File: src/rtl/frame_sync_ctrl.sv
`default_nettype none
// ============================================================================
// Module   : frame_sync_ctrl
// Brief    : Halts the SNES core on a chosen DRAM-refresh line until the HDMI
//            pipeline reports frame start, with a timeout watchdog and status.
// Revision : 1.0 - initial release
// ============================================================================
module frame_sync_ctrl #(
    parameter logic [7:0]  SYNC_LINE  = 8'd2,
    parameter logic [7:0]  REARM_LINE = 8'd200,
    parameter logic [23:0] TIMEOUT    = 24'd2000000,
    parameter int unsigned SYNC_EVERY = 1
) (
    input  logic        clk,
    input  logic        resetn,
    input  logic        enable,
    input  logic [7:0]  ys,
    input  logic        snes_refresh,
    input  logic        hdmi_frame_tog,
    output logic        pause_snes_for_frame_sync,
    output logic [1:0]  sync_state,
    output logic        locked,
    output logic [23:0] last_wait,
    output logic [7:0]  timeout_count
);

    typedef enum logic [1:0] {
        ST_IDLE   = 2'd0,
        ST_ARMED  = 2'd1,
        ST_PAUSED = 2'd2,
        ST_DONE   = 2'd3
    } state_t;

    localparam logic [3:0]  FRAME_LAST = 4'(SYNC_EVERY - 1);
    localparam logic [23:0] WAIT_LAST  = TIMEOUT - 24'd1;
    localparam logic [23:0] WAIT_MAX   = 24'hFFFFFF;
    localparam logic [7:0]  TCOUNT_MAX = 8'hFF;

    // ------------------------------------------------------------------
    // HDMI frame toggle: two-flop synchronizer plus one history flop
    // ------------------------------------------------------------------
    logic tog_s1_q;
    logic tog_s2_q;
    logic tog_s3_q;

    always_ff @(posedge clk or negedge resetn) begin
        if (!resetn) begin
            tog_s1_q <= 1'b0;
            tog_s2_q <= 1'b0;
            tog_s3_q <= 1'b0;
        end else begin
            tog_s1_q <= hdmi_frame_tog;
            tog_s2_q <= tog_s1_q;
            tog_s3_q <= tog_s2_q;
        end
    end

    logic w_hdmi_edge;
    assign w_hdmi_edge = tog_s2_q ^ tog_s3_q;

    // ------------------------------------------------------------------
    // State and status registers
    // ------------------------------------------------------------------
    state_t      state_q,     state_d;
    logic [3:0]  frame_cnt_q, frame_cnt_d;
    logic [23:0] wait_q,      wait_d;
    logic        pause_q,     pause_d;
    logic        locked_q,    locked_d;
    logic [23:0] last_wait_q, last_wait_d;
    logic [7:0]  tcount_q,    tcount_d;

    always_ff @(posedge clk or negedge resetn) begin
        if (!resetn) begin
            state_q     <= ST_IDLE;
            frame_cnt_q <= 4'd0;
            wait_q      <= 24'd0;
            pause_q     <= 1'b0;
            locked_q    <= 1'b0;
            last_wait_q <= 24'd0;
            tcount_q    <= 8'd0;
        end else begin
            state_q     <= state_d;
            frame_cnt_q <= frame_cnt_d;
            wait_q      <= wait_d;
            pause_q     <= pause_d;
            locked_q    <= locked_d;
            last_wait_q <= last_wait_d;
            tcount_q    <= tcount_d;
        end
    end

    logic        w_sync_hit;
    logic        w_rearm_hit;
    logic        w_frame_due;
    logic        w_timeout;
    logic [23:0] w_wait_inc;
    logic [7:0]  w_tcount_inc;

    assign w_sync_hit   = (ys == SYNC_LINE) && snes_refresh;
    assign w_rearm_hit  = (ys == REARM_LINE);
    assign w_frame_due  = (frame_cnt_q == FRAME_LAST);
    assign w_timeout    = (wait_q == WAIT_LAST);
    assign w_wait_inc   = (wait_q == WAIT_MAX) ? wait_q : wait_q + 24'd1;
    assign w_tcount_inc = (tcount_q == TCOUNT_MAX) ? tcount_q : tcount_q + 8'd1;

    always_comb begin
        state_d     = state_q;
        frame_cnt_d = frame_cnt_q;
        wait_d      = wait_q;
        pause_d     = pause_q;
        locked_d    = locked_q;
        last_wait_d = last_wait_q;
        tcount_d    = tcount_q;

        // Disable overrides everything; wait history and timeout tally survive.
        if (!enable) begin
            state_d     = ST_IDLE;
            pause_d     = 1'b0;
            locked_d    = 1'b0;
            frame_cnt_d = 4'd0;
        end else begin
            unique case (state_q)
                ST_IDLE: begin
                    pause_d = 1'b0;
                    state_d = ST_ARMED;
                end
                ST_ARMED: begin
                    pause_d = 1'b0;
                    if (w_sync_hit) begin
                        if (w_frame_due) begin
                            frame_cnt_d = 4'd0;
                            wait_d      = 24'd0;
                            pause_d     = 1'b1;
                            state_d     = ST_PAUSED;
                        end else begin
                            frame_cnt_d = frame_cnt_q + 4'd1;
                            state_d     = ST_DONE;
                        end
                    end
                end
                ST_PAUSED: begin
                    pause_d = 1'b1;
                    wait_d  = w_wait_inc;
                    // An HDMI edge wins over a coincident timeout.
                    if (w_hdmi_edge) begin
                        pause_d     = 1'b0;
                        last_wait_d = wait_q;
                        locked_d    = 1'b1;
                        state_d     = ST_DONE;
                    end else if (w_timeout) begin
                        pause_d     = 1'b0;
                        last_wait_d = TIMEOUT;
                        locked_d    = 1'b0;
                        tcount_d    = w_tcount_inc;
                        state_d     = ST_DONE;
                    end
                end
                ST_DONE: begin
                    pause_d = 1'b0;
                    if (w_rearm_hit) begin
                        state_d = ST_ARMED;
                    end
                end
                default: begin
                    pause_d = 1'b0;
                    state_d = ST_IDLE;
                end
            endcase
        end
    end

    assign pause_snes_for_frame_sync = pause_q;
    assign sync_state                = state_q;
    assign locked                    = locked_q;
    assign last_wait                 = last_wait_q;
    assign timeout_count             = tcount_q;

endmodule
`default_nettype wire

File: config.mk
export PLATFORM = sky130hd
export DESIGN_NAME = frame_sync_ctrl
export DESIGN_NICKNAME = d
export VERILOG_FILES = /design/src/rtl/frame_sync_ctrl.sv
export SDC_FILE = /design/constraint.sdc
export NUM_CORES = 1
export LEC_CHECK = 0
export BUFFER_PORTS_ARGS = -buffer_cell sky130_fd_sc_hd__buf_2
export CAP_MARGIN = 40
export CORE_MARGIN = 2
export CORE_UTILIZATION = 64
export CTS_BUF_LIST = sky130_fd_sc_hd__clkbuf_2
export DETAILED_ROUTE_END_ITERATION = 10
export HOLD_SLACK_MARGIN = 0.06
export PLACE_DENSITY = 0.85
export SLEW_MARGIN = 20
export SYNTH_ARGS = -nofsm -noshare
export SYNTH_HDL_FRONTEND = slang
export SYNTH_SLANG_ARGS = --single-unit
File: constraint.sdc
create_clock -name clk -period 6 [get_ports clk]
set_input_delay 0.6 -clock clk [delete_from_list [all_inputs] [get_ports clk]]
set_output_delay 0.6 -clock clk [all_outputs]
set_load 0.01 [all_outputs]
==> out/results.txt <==
Iteration-0 DRC Markers - 268
Inserted Diodes - 0
Routed vias - 3072
Number of port buffers - 48
Yosys reg bits - 67
Final Skew - 0.0163 ns
Worst skew pair latency - 0.53 ns
Mapped cell area - 3460 sq um
CP Class - flop to flop
HPWL after DPL - 5720 microns
Gr ovfl total - 0
Final setup margin - 3.13 ns
Register area - 1680 sq um
Run status - complete, no violations
LEAKAGE - 1.73 nW
Mapped Avg Cell Area - 9.51 sq um
Crit share post-route - 47.8%
# placed instances - 471
Fin crit period - 2.87 ns
Critical Path Start Type - flop
DP Worst Slack - 3.19 ns
Synth cell types - 58
GR Layer Usage met2 - 50.5%
Met1 GRT Util - 38.5%
Final Core Density - 75.6%
Power per cell area - 352 nW/um^2
Vias per cell - 6.28
Critical path peak fanout - 20
Worst hold slack - 0.160 ns
Root Driver - clkbuf_2
Syn_nets - 384
Register area share after synthesis - 48.4%
Rows - 26
Remaining DRCs - 0
Setup TNS - 0 ns
Hold Vio Cnt, Final - 0
Worst-path clk slew - 0.20 ns
Antenna violations before repair - 0
Post-synth EDFFs - 0
First-pass GRT wire length - 14000 microns
Largest net degree at the start of global routing - 68
Total power - 1.38 mW
CP required - 6.48 ns
Layout Cells excl Fill - 489
Footprint of the multi-input gates - 1580 sq um
Routing usage on met3 - 4.19%
GP Congestion - 0.900
Synthesis Warnings - 0
TritonCTS buffer count - 9
Worst hold path type - input pin to flop
GRT Resource Usage Total - 29.7%
Vias in the first global route - 2912
Ratio of cells with drive above 1 in the final layout - 19.8%
FFs w/ async S/R, synth - 100%
RSZ-0062 raised after global routing - no
Post-CTS Setup Bufs - 0
Gr busiest metal - met2
TritonRoute pass-1 iters - 5
Syn Inst Count - 364
Final Cell Area - 3910 sq um
Ports - 49
DP Area - 3750 sq um
Worst VDD drop - 0.000310 V
Max transition margin - 44.7%
Max Slew Vio Count - 0
Max clock buf depth - 2
Die H - 77.5 microns
Detailed Route WL - 8320 microns
Total Die Area - 6010 sq um
FMAX - 349 MHz
Final setup fails - 0
CP Data Arrival Time - 3.35 ns
Core ar. - 5170 sq um
Fill count - 391
Synth-to-Final Area Change - 13.0%
Initial Util - 66.9%
Nets - 434
Slew at the pin with the worst max-slew slack - 0.822 ns
Antenna viol nets, final - 0
H-Tree Depth - 3
CTS tree - done
Die Span X - 77.5 microns
Max_cap viols - 0
WL per Instance - 17.0 microns
Top FF cell, synth - dfrtp_1
CTS Sinks - 67
Crit. End Element - flop
==> cells by family after synthesis <==
logic type               after synthesis  share of synthesized area (%)
AND/OR/NAND/NOR                      136                           22.5
AO/OA/AOI/OAI                         90                           17.0
flip-flops                            67                           48.4
buffers and inverters                 51                           6.04
XOR/XNOR                               9                           2.28
adder cells (fa/ha/maj)                7                           2.53
multiplexers                           4                           1.19
==> per-layer routing <==
layer  part of all wire, %  vias up
li1                      -     1433
met1                    41     1480
met2                    50      139
met3                   6.4       20
met4                   2.4        0
met5                     0        -
==> flip-flops by register name (all words and copies together) (netlist names) <==
register,cells
wait_q,24
pause_snes_for_frame_sync,1
tog_s2_q,1
tog_s3_q,1
locked,1
frame_cnt_q,4
last_wait,24
tog_s1_q,1
timeout_count,8
sync_state,2
==> path summary, 6_finish.rpt <==
kind                           startpoint                to  slack, ns  cells after the start
max                        frame_cnt_q[0]         wait_q[3]       3.13                      8
max in group asynchronous          resetn         wait_q[3]       5.03                      4
max reg2reg                frame_cnt_q[0]         wait_q[3]       3.13                      8
min in group asynchronous          resetn  timeout_count[5]       0.48                      3
min reg2reg                      tog_s1_q          tog_s2_q       0.38                      0
min                        hdmi_frame_tog          tog_s1_q       0.16                      1
==> cell usage in the layout (no fill, tap or decap), types with 3 or more instances in the layout <==
master	instances
dfrtp_1	67
buf_2	48
inv_1	34
o21ai_0	34
nand3_1	31
nand2_1	20
nor2_1	13
a21oi_1	12
nand4_1	11
nor3_1	10
clkbuf_2	9
nor4_1	8
o22a_1	8
or4_1	7
ha_1	7
a31oi_1	6
buf_4	6
xnor2_1	5
and3_1	5
a41oi_1	5
nand2b_1	4
nor2b_1	4
o211ai_1	4
xor2_1	4
a21boi_0	4
mux2i_1	3
==> synthesized netlist by cell type (2+ instances only) <==
library cell  instances  area share, %
a21boi_0              4           0.87
a21o_1                2           0.43
a21oi_1              12            1.7
a2bb2oi_1             2           0.51
a31oi_1               6            1.1
a32o_1                2           0.58
a41oi_1               5            1.3
and2_1                2           0.36
and3_1                5           0.90
and4_1                2           0.51
buf_2                 4           0.58
clkbuf_1              9           0.98
dfrtp_1              67             48
ha_1                  7            2.5
inv_1                34            3.7
mux2i_1               3           0.87
nand2_1              20            2.2
nand2b_1              4           0.72
nand3_1              31            4.5
nand3_2               2           0.58
nand4_1              11            2.0
nor2_1               13            1.4
nor2b_1               4           0.72
nor3_1               10            1.4
nor3b_1               2           0.43
nor4_1                8            1.4
o211ai_1              4           0.87
o21ai_0              34            4.9
o21ai_1               2           0.29
o22a_1                8            2.0
o311ai_0              2           0.51
or2_2                 2           0.36
or3_1                 2           0.36
or3b_2                2           0.51
or4_1                 7            1.5
xnor2_1               5            1.3
xor2_1                4            1.0
==> layout make-up <==
type | count | area share, %
clock buffers | 9 | 1.15
flip-flops and latches | 67 | 42.9
clock inverters | 7 | 1.95
repair buffers | 56 | 8.25
inverters | 34 | 3.26
well taps | 70 | 2.24
multi-input cells | 246 | 40.3
==> power breakdown <==
| part | internal [mW] | switching, mW |
|---|---|---|
| sequential | 0.574 | 0.119 |
| combinational | 0.177 | 0.229 |
| clock | 0.0987 | 0.180 |
| total | 0.849 | 0.528 |
==> what timing repair did <==
action                                 in CTS  in global routing
hold buffers                                0                  1
endpoints found under the hold margin       0                  7
gates resized for setup                     0                  0
==> critical path, stage by stage, from the launching register on <==
cell and delay [ns]:
dfrtp_1 0.47, inv_1 0.08, ha_1 0.15, nor3b_1 0.38, a41oi_1 0.41, nor2_1 0.65
buf_4 0.36, and3_1 0.19, a221o_1 0.11
Power figures use the tool's default switching activity.
